[config.mk]
export PLATFORM = sky130hd
export DESIGN_NAME = floating_add_compare_divide
export DESIGN_NICKNAME = d
export VERILOG_FILES = /design/src/rtl/floating_add_compare_divide_pkg.sv /design/src/rtl/floating_add_compare_divide_div.sv /design/src/rtl/floating_add_compare_divide.sv
export SDC_FILE = /design/constraint.sdc
export NUM_CORES = 1
export LEC_CHECK = 0
export ABC_AREA = 1
export BUFFER_PORTS_ARGS = -buffer_cell sky130_fd_sc_hd__buf_2
export CAP_MARGIN = 20
export CELL_PAD_IN_SITES_DETAIL_PLACEMENT = 1
export CELL_PAD_IN_SITES_GLOBAL_PLACEMENT = 2
export CORE_ASPECT_RATIO = 0.75
export CORE_MARGIN = 4
export CORE_UTILIZATION = 31
export CTS_BUF_LIST = sky130_fd_sc_hd__clkbuf_8
export DETAILED_ROUTE_END_ITERATION = 8
export PLACE_DENSITY_LB_ADDON = 0.12
export SYNTH_ARGS = -nofsm -noshare
export SYNTH_HDL_FRONTEND = slang
export SYNTH_SLANG_ARGS = --single-unit
export TNS_END_PERCENT = 20
[constraint.sdc]
create_clock -name clk -period 6.2 [get_ports clk]
set_input_delay 1.24 -clock clk [delete_from_list [all_inputs] [get_ports clk]]
set_output_delay 1.24 -clock clk [all_outputs]
set_load 0.005 [all_outputs]
[src/rtl/floating_add_compare_divide_pkg.sv]
// Shared constants, divider state encoding and small binary32 helpers
// used by the add/compare datapath and the iterative divider.
package floating_add_compare_divide_pkg;

    localparam int          BIAS    = 127;
    localparam logic [31:0] QNAN    = 32'h7FC0_0000;
    localparam logic [31:0] POS_INF = 32'h7F80_0000;
    localparam logic [31:0] NEG_INF = 32'hFF80_0000;

    localparam logic [1:0] CMP_EQ = 2'b00;
    localparam logic [1:0] CMP_GT = 2'b01;
    localparam logic [1:0] CMP_LT = 2'b11;
    localparam logic [1:0] CMP_UN = 2'b10;

    typedef enum logic [1:0] {
        DIV_IDLE = 2'd0,
        DIV_ITER = 2'd1,
        DIV_PACK = 2'd2
    } div_state_t;

    // NaN: all-ones exponent with a nonzero fraction
    function automatic logic fp_is_nan(input logic [31:0] x);
        return (x[30:23] == 8'hFF) && (x[22:0] != 23'd0);
    endfunction

    // Infinity: all-ones exponent with a zero fraction
    function automatic logic fp_is_inf(input logic [31:0] x);
        return (x[30:23] == 8'hFF) && (x[22:0] == 23'd0);
    endfunction

    // Zero exponent covers true zeros and denormals, both handled as signed zero
    function automatic logic fp_is_zero(input logic [31:0] x);
        return (x[30:23] == 8'd0);
    endfunction

    // Number of leading zeros of a 27-bit aligned magnitude
    function automatic logic [4:0] lead_zeros(input logic [26:0] v);
        logic [4:0] n;
        logic       found;
        n     = 5'd0;
        found = 1'b0;
        for (int i = 26; i >= 0; i--) begin
            if (found) begin
                n = n;
            end else if (v[i]) begin
                found = 1'b1;
            end else begin
                n = n + 5'd1;
            end
        end
        return n;
    endfunction

endpackage

[src/rtl/floating_add_compare_divide_div.sv]
// Iterative restoring divider for binary32: one quotient bit per cycle,
// 25 iterations followed by a pack cycle, truncating result.
module fp_divide_iter
    import floating_add_compare_divide_pkg::*;
(
    input  logic        clk,
    input  logic        reset,
    input  logic        start,
    input  logic [31:0] a,
    input  logic [31:0] b,
    output logic        busy,
    output logic        done,
    output logic [31:0] result,
    output logic [4:0]  iter_count
);

    div_state_t  state_r;
    logic [31:0] a_r;
    logic [31:0] b_r;
    logic [24:0] rem_r;
    logic [24:0] quo_r;

    logic [24:0]       mb_s;
    logic              rem_ge_s;
    logic [24:0]       trial_s;
    logic              sign_s;
    logic signed [9:0] exp_s;
    logic [22:0]       frac_s;
    logic [31:0]       pack_s;

    // One restoring step plus the final normalise/special-case packing
    always_comb begin
        mb_s     = {2'b01, b_r[22:0]};
        rem_ge_s = (rem_r >= mb_s);
        if (rem_ge_s) begin
            trial_s = rem_r - mb_s;
        end else begin
            trial_s = rem_r;
        end

        sign_s = a_r[31] ^ b_r[31];
        if (quo_r[24]) begin
            exp_s  = $signed({2'b00, a_r[30:23]}) - $signed({2'b00, b_r[30:23]}) + 10'sd127;
            frac_s = 23'(quo_r >> 1);
        end else begin
            exp_s  = $signed({2'b00, a_r[30:23]}) - $signed({2'b00, b_r[30:23]}) + 10'sd126;
            frac_s = 23'(quo_r);
        end

        if (fp_is_nan(a_r) || fp_is_nan(b_r)) begin
            pack_s = QNAN;
        end else if (fp_is_zero(a_r) && fp_is_zero(b_r)) begin
            pack_s = QNAN;
        end else if (fp_is_inf(a_r) && fp_is_inf(b_r)) begin
            pack_s = QNAN;
        end else if (fp_is_inf(a_r) || fp_is_zero(b_r)) begin
            pack_s = {sign_s, POS_INF[30:0]};
        end else if (fp_is_zero(a_r) || fp_is_inf(b_r)) begin
            pack_s = {sign_s, 31'd0};
        end else if (exp_s >= 10'sd255) begin
            pack_s = {sign_s, POS_INF[30:0]};
        end else if (exp_s <= 10'sd0) begin
            pack_s = 32'd0;
        end else begin
            pack_s = {sign_s, exp_s[7:0], frac_s};
        end
    end

    // Divider FSM: IDLE latches operands, ITER shifts out quotient bits, PACK publishes
    always_ff @(posedge clk or posedge reset) begin
        if (reset) begin
            state_r    <= DIV_IDLE;
            a_r        <= 32'd0;
            b_r        <= 32'd0;
            rem_r      <= 25'd0;
            quo_r      <= 25'd0;
            busy       <= 1'b0;
            done       <= 1'b0;
            result     <= 32'd0;
            iter_count <= 5'd0;
        end else begin
            done <= 1'b0;
            case (state_r)
                DIV_IDLE: begin
                    if (start) begin
                        a_r        <= a;
                        b_r        <= b;
                        rem_r      <= {2'b01, a[22:0]};
                        quo_r      <= 25'd0;
                        iter_count <= 5'd0;
                        busy       <= 1'b1;
                        state_r    <= DIV_ITER;
                    end else begin
                        state_r <= DIV_IDLE;
                    end
                end
                DIV_ITER: begin
                    quo_r      <= {quo_r[23:0], rem_ge_s};
                    rem_r      <= trial_s << 1;
                    iter_count <= iter_count + 5'd1;
                    if (iter_count == 5'd24) begin
                        state_r <= DIV_PACK;
                    end else begin
                        state_r <= DIV_ITER;
                    end
                end
                DIV_PACK: begin
                    result     <= pack_s;
                    done       <= 1'b1;
                    busy       <= 1'b0;
                    iter_count <= 5'd0;
                    state_r    <= DIV_IDLE;
                end
                default: begin
                    busy    <= 1'b0;
                    state_r <= DIV_IDLE;
                end
            endcase
        end
    end

endmodule

[src/rtl/floating_add_compare_divide.sv]
// binary32 add/sub and compare units (single-cycle, registered) alongside
// an independent iterative divider.
module floating_add_compare_divide
    import floating_add_compare_divide_pkg::*;
(
    input  logic        clk,
    input  logic        reset,
    input  logic [31:0] a,
    input  logic [31:0] b,
    input  logic        sub,
    input  logic        add_en,
    input  logic        cmp_en,
    input  logic        div_en,
    output logic [31:0] add_result,
    output logic [1:0]  cmp_result,
    output logic [31:0] div_result,
    output logic        div_busy,
    output logic        div_done,
    output logic [31:0] debug
);

    logic              sa_s, sb_s;
    logic [7:0]        ea_s, eb_s;
    logic              nan_a_s, nan_b_s, inf_a_s, inf_b_s, zero_a_s, zero_b_s;
    logic [26:0]       ma_s, mb_s, big_m_s, small_m_s, aligned_s, lost_mask_s;
    logic [26:0]       diff_m_s, norm_m_s;
    logic [27:0]       sum_m_s;
    logic [7:0]        big_e_s, small_e_s, exp_diff_s;
    logic              big_sign_s, a_bigger_s, mag_zero_s;
    logic [4:0]        lz_s;
    logic signed [9:0] exp_s;
    logic [22:0]       frac_s;
    logic [31:0]       add_next_s;

    logic signed [32:0] key_a_s, key_b_s;
    logic [1:0]         cmp_next_s;

    logic [4:0] iter_count;

    // Add/sub datapath: align with guard+round+sticky, add/sub, normalise, truncate
    always_comb begin
        sa_s     = a[31];
        sb_s     = b[31] ^ sub;
        ea_s     = a[30:23];
        eb_s     = b[30:23];
        nan_a_s  = fp_is_nan(a);
        nan_b_s  = fp_is_nan(b);
        inf_a_s  = fp_is_inf(a);
        inf_b_s  = fp_is_inf(b);
        zero_a_s = fp_is_zero(a);
        zero_b_s = fp_is_zero(b);
        ma_s     = zero_a_s ? 27'd0 : {1'b1, a[22:0], 3'b000};
        mb_s     = zero_b_s ? 27'd0 : {1'b1, b[22:0], 3'b000};

        a_bigger_s = ({ea_s, a[22:0]} >= {eb_s, b[22:0]});
        if (a_bigger_s) begin
            big_m_s    = ma_s;
            big_e_s    = ea_s;
            big_sign_s = sa_s;
            small_m_s  = mb_s;
            small_e_s  = eb_s;
        end else begin
            big_m_s    = mb_s;
            big_e_s    = eb_s;
            big_sign_s = sb_s;
            small_m_s  = ma_s;
            small_e_s  = ea_s;
        end

        // Bits shifted out of the smaller operand collapse into a sticky LSB
        exp_diff_s = big_e_s - small_e_s;
        if (exp_diff_s >= 8'd27) begin
            lost_mask_s = {27{1'b1}};
            aligned_s   = 27'd0;
        end else begin
            lost_mask_s = ~({27{1'b1}} << exp_diff_s);
            aligned_s   = small_m_s >> exp_diff_s;
        end
        aligned_s[0] = aligned_s[0] | (|(small_m_s & lost_mask_s));

        sum_m_s  = {1'b0, big_m_s} + {1'b0, aligned_s};
        diff_m_s = big_m_s - aligned_s;
        lz_s     = lead_zeros(diff_m_s);
        norm_m_s = diff_m_s << lz_s;

        if (sa_s == sb_s) begin
            mag_zero_s = 1'b0;
            if (sum_m_s[27]) begin
                frac_s = 23'(sum_m_s >> 4);
                exp_s  = $signed({2'b00, big_e_s}) + 10'sd1;
            end else begin
                frac_s = 23'(sum_m_s >> 3);
                exp_s  = $signed({2'b00, big_e_s});
            end
        end else begin
            mag_zero_s = (diff_m_s == 27'd0);
            frac_s     = 23'(norm_m_s >> 3);
            exp_s      = $signed({2'b00, big_e_s}) - $signed({5'b00000, lz_s});
        end

        if (nan_a_s || nan_b_s) begin
            add_next_s = QNAN;
        end else if (inf_a_s && inf_b_s && (sa_s != sb_s)) begin
            add_next_s = QNAN;
        end else if (inf_a_s) begin
            add_next_s = {sa_s, POS_INF[30:0]};
        end else if (inf_b_s) begin
            add_next_s = {sb_s, POS_INF[30:0]};
        end else if (zero_a_s && zero_b_s) begin
            add_next_s = (!sub && a[31] && b[31]) ? 32'h8000_0000 : 32'd0;
        end else if (zero_a_s) begin
            add_next_s = {sb_s, b[30:0]};
        end else if (zero_b_s) begin
            add_next_s = a;
        end else if (mag_zero_s) begin
            add_next_s = 32'd0;
        end else if (exp_s >= 10'sd255) begin
            add_next_s = {big_sign_s, POS_INF[30:0]};
        end else if (exp_s <= 10'sd0) begin
            add_next_s = 32'd0;
        end else begin
            add_next_s = {big_sign_s, exp_s[7:0], frac_s};
        end
    end

    // Compare: map each operand onto a signed ordering key, zeros and denormals collapse to 0
    always_comb begin
        if (zero_a_s) begin
            key_a_s = 33'sd0;
        end else if (a[31]) begin
            key_a_s = -$signed({2'b00, a[30:0]});
        end else begin
            key_a_s = $signed({2'b00, a[30:0]});
        end
        if (zero_b_s) begin
            key_b_s = 33'sd0;
        end else if (b[31]) begin
            key_b_s = -$signed({2'b00, b[30:0]});
        end else begin
            key_b_s = $signed({2'b00, b[30:0]});
        end

        if (nan_a_s || nan_b_s) begin
            cmp_next_s = CMP_UN;
        end else if (key_a_s == key_b_s) begin
            cmp_next_s = CMP_EQ;
        end else if (key_a_s > key_b_s) begin
            cmp_next_s = CMP_GT;
        end else begin
            cmp_next_s = CMP_LT;
        end
    end

    // Result registers for the add and compare units; each holds when not enabled
    always_ff @(posedge clk or posedge reset) begin
        if (reset) begin
            add_result <= 32'd0;
            cmp_result <= CMP_EQ;
        end else begin
            if (add_en) begin
                add_result <= add_next_s;
            end else begin
                add_result <= add_result;
            end
            if (cmp_en) begin
                cmp_result <= cmp_next_s;
            end else begin
                cmp_result <= cmp_result;
            end
        end
    end

    fp_divide_iter u_div (
        .clk        (clk),
        .reset      (reset),
        .start      (div_en),
        .a          (a),
        .b          (b),
        .busy       (div_busy),
        .done       (div_done),
        .result     (div_result),
        .iter_count (iter_count)
    );

    assign debug = {23'd0, div_busy, 3'd0, iter_count};

endmodule

==> impl_metrics.ini <==
[setup_path]
worstSetupStartpoint = b[29]
path_class = in2reg
required_ns = 6.70
crit_top_cell = nand2_2
critical_path.slowest_cell = ha_4
critPathLaunchType = input port
crit_fanout = 6
r2r_cells = 29
worst_path_largest_cell_delay_ns = 0.29
end_kind = flip-flop
r2r_start = u_div.b_r[2]$_DFFE_PP0P_
cp.arrival_ns = 16.95

[layout]
fin_nets = 5152
final_util_pct = 46.7
multi_input_area_um2 = 18800
fillers = 9982
area_growth_pct = 49.2
drive_gt1_share_pct = 35.1
seqCellArea_um2 = 4730
fin_area_um2 = 35900

[clock_tree]
cts_sinks = 189
root_buffer = clkbuf_8
holdBufCountCts = 0
cts_buffers = 17
clk_path_buf_depth = 2
cts_htree_levels = 4
clk_latency_ns = 0.56
cts_tree = yes
clk_pin_slew_ns = 0.14

[timing]
drv_slew = 0
setup_tns_ns = -324.28
fin_crit_ns = 16.45
fin_crit_sh_pct = 265
worst_pin_slew_ns = 1.03
rsz0062_at_grt = true
setup_slack_ns = -10.25
hold_viol = 0
fin_worst_skew_ns = 0.0312
slew_headroom_pct = 30.9
clock.fmax_mhz = 60.8
setup-violations-final = 32

[synth]
yosys.area.top_type = dfrtp_1
synth_compound_area_share_pct = 21.2
yosysSeqAreaShare_pct = 19.7
syn_area_um2 = 24100
synth_edf_count = 0
synth.mux.area_fraction_pct = 0.0416
synthFlopType = dfrtp_1
synthCells = 3872
ys_seq_elements = 189
yosysWarnings = 0
synth-xor-area-share_pct = 3.41
synth_top_family_by_area = simple AND/OR/NAND/NOR gates
synth_top_cell_area_share_pct = 19.7
yosysUniqueCellTypes = 77
synth.area.top_cells = dfrtp_1, nand2_1, ha_1, o21ai_0, inv_1
synth-simple-area-share_pct = 32.7
synthAdderAreaFrac_pct = 10.3
synth-async-reset-ratio_pct = 100
syn_area_per_cell_um2 = 6.22

[power]
power_leakage_uw = 0.0181
finalPower_uw = 12700
ir_drop_mv = 0.238
power_density_nw_per_um2 = 353

[routing]
drt_first_pass_iters = 5
avgRoutedWirePerCell_um = 21.2
routed.top_layer = met5
dr_wl_met3_um = 10500
via_count = 30900
drc = 0
routed_wl_um = 126000
routed-wl-met2_um = 48800
initialDrtViolationCount = 2716
wl_met1_um = 65600
ant_nets = 0
vias_per_cell = 5.20

[floorplanning]
rows = 88
die_y_um = 249
die_w_um = 330
core_um2 = 77000
start_util_pct = 31.3
dieArea_um2 = 82200
ioPinCount = 170

[placement]
routabilityCongestion = 0.987
pre_cts_slack_ns = -12.04
dpl.hpwl_um = 102000
post_dp_cell_area_um2 = 32200
port_buffers = 143

[worst_hold_path]
worstHoldStart = u_div.result[2]$_DFFE_PP0P_
min_path_type = reg2reg
worst_hold_path.num_cells = 2

[global_routing]
antenna_found_initial = 3
grt_max_degree = 132
grt_pass1_wl_um = 189000
first_global_vias = 30200
grt_use_total_pct = 29.6
grt_overflow = 0

[run_status]
violations = negative setup slack
outcome = finished with violations

[run]
drv_cap = 0
## stage by stage
stage,hold slack [ns],std cells
after floorplan,0.445,3897
after global placement,0.462,5793
after detailed placement,0.464,5793
after CTS,0.504,5894
after global routing,0.529,5935
final,0.494,5936
## timing repair
action	4_1_cts	5_1_grt
pin swaps	150	125
setup buffers	67	44
endpoints found under the setup margin	32	33
gates resized for setup	320	219
cloned	3	0
## Yosys cell counts, types with 20 or more instances
| cell | instances |
|---|---|
| nand2_1 | 951 |
| inv_1 | 458 |
| o21ai_0 | 345 |
| nand3_1 | 311 |
| nor2_1 | 294 |
| a21oi_1 | 291 |
| ha_1 | 191 |
| dfrtp_1 | 189 |
| o22ai_1 | 74 |
| o21ai_1 | 71 |
| clkbuf_1 | 68 |
| nor3_1 | 64 |
| xor2_1 | 63 |
| nand4_1 | 53 |
| buf_4 | 51 |
| inv_2 | 32 |
| nor4_1 | 28 |
| xnor2_1 | 25 |
| nand2_2 | 24 |
| buf_6 | 21 |
| o211ai_1 | 21 |
| a2bb2oi_1 | 20 |
## cells in the final DEF (no fill, tap or decap), types with 29 or more instances in the layout
master,instances
nand3_1,242
nor2_2,30
inv_1,405
nor2_1,263
a21oi_1,256
xor2_1,62
dfrtp_1,189
inv_2,73
o21ai_0,317
buf_2,124
nand4_1,53
o21ai_1,83
ha_4,63
nand2_1,848
nand2_4,29
nor3_1,55
nand2_2,102
o22ai_1,65
ha_1,128
nand3_2,65
buf_4,978
## flip-flops by register name, summed over array words and instances (netlist names)
name              count
u_div.b_r            32
u_div.done            1
u_div.busy            1
u_div.state_r         2
u_div.result         32
u_div.iter_count      5
add_result           32
u_div.quo_r          25
u_div.a_r            32
u_div.rem_r          25
cmp_result            2
## where the power goes
part / switching (uW) / total, uW / leakage [uW] / internal, uW
Sequential: 370 / 2070 / 0.00232 / 1700
Clock: 648 / 1010 / 0.000228 / 364
Combinational: 5590 / 9580 / 0.0155 / 4000
Total: 6610 / 12700 / 0.0181 / 6070
## path summary, 6_finish.rpt
check | slack [ns] | endpoint
setup / recovery | -10.25 | add_result[14]$_DFFE_PP0P_
hold / removal | 0.49 | u_div.result[2]$_DFFE_PP0P_
setup reg to reg | 1.06 | u_div.rem_r[19]$_DFFE_PP0P_
hold reg to reg | 0.49 | u_div.result[2]$_DFFE_PP0P_
max in group asynchronous | 4.58 | u_div.a_r[20]$_DFFE_PP0P_
min in group asynchronous | 0.78 | u_div.rem_r[6]$_DFFE_PP0P_
## logic make-up after synthesis
| family | Yosys count |
|---|---|
| flip-flops | 189 |
| AO/OA/AOI/OAI | 920 |
| XOR/XNOR | 91 |
| buffers and inverters | 678 |
| multiplexers | 1 |
| adder cells (fa/ha/maj) | 195 |
| other | 1 |
| AND/OR/NAND/NOR | 1797 |
## routing by layer
layer / GRT usage (%) / vias to the layer above
met4: 2.18 / 4
met3: 7.26 / 47
met2: 40.2 / 821
met1: 47.6 / 15100
li1: - / 14900
met5: 0 / -
## cell type report
| cell class | instances | share of cell area [%] |
|---|---|---|
| Antenna cell | 1 | 0.00697 |
| Timing Repair Buffer | 1149 | 24.2 |
| Inverter | 499 | 5.39 |
| Sequential cell | 189 | 13.2 |
| Clock buffer | 17 | 0.651 |
| Clock inverter | 15 | 0.648 |
| Multi-Input combinational cell | 3031 | 52.4 |
| Tap cell | 1035 | 3.61 |
## worst max-delay path: cells and delay by family
kind	cells	cell delay (ns)
adder cells (fa/ha/maj)	13	3.31
AND/OR/NAND/NOR	57	5.43
AO/OA/AOI/OAI	23	3.29
multiplexers	1	0.13
buffers and inverters	33	3.26
XOR/XNOR	1	0.25
(Power assumes the default switching activity.)
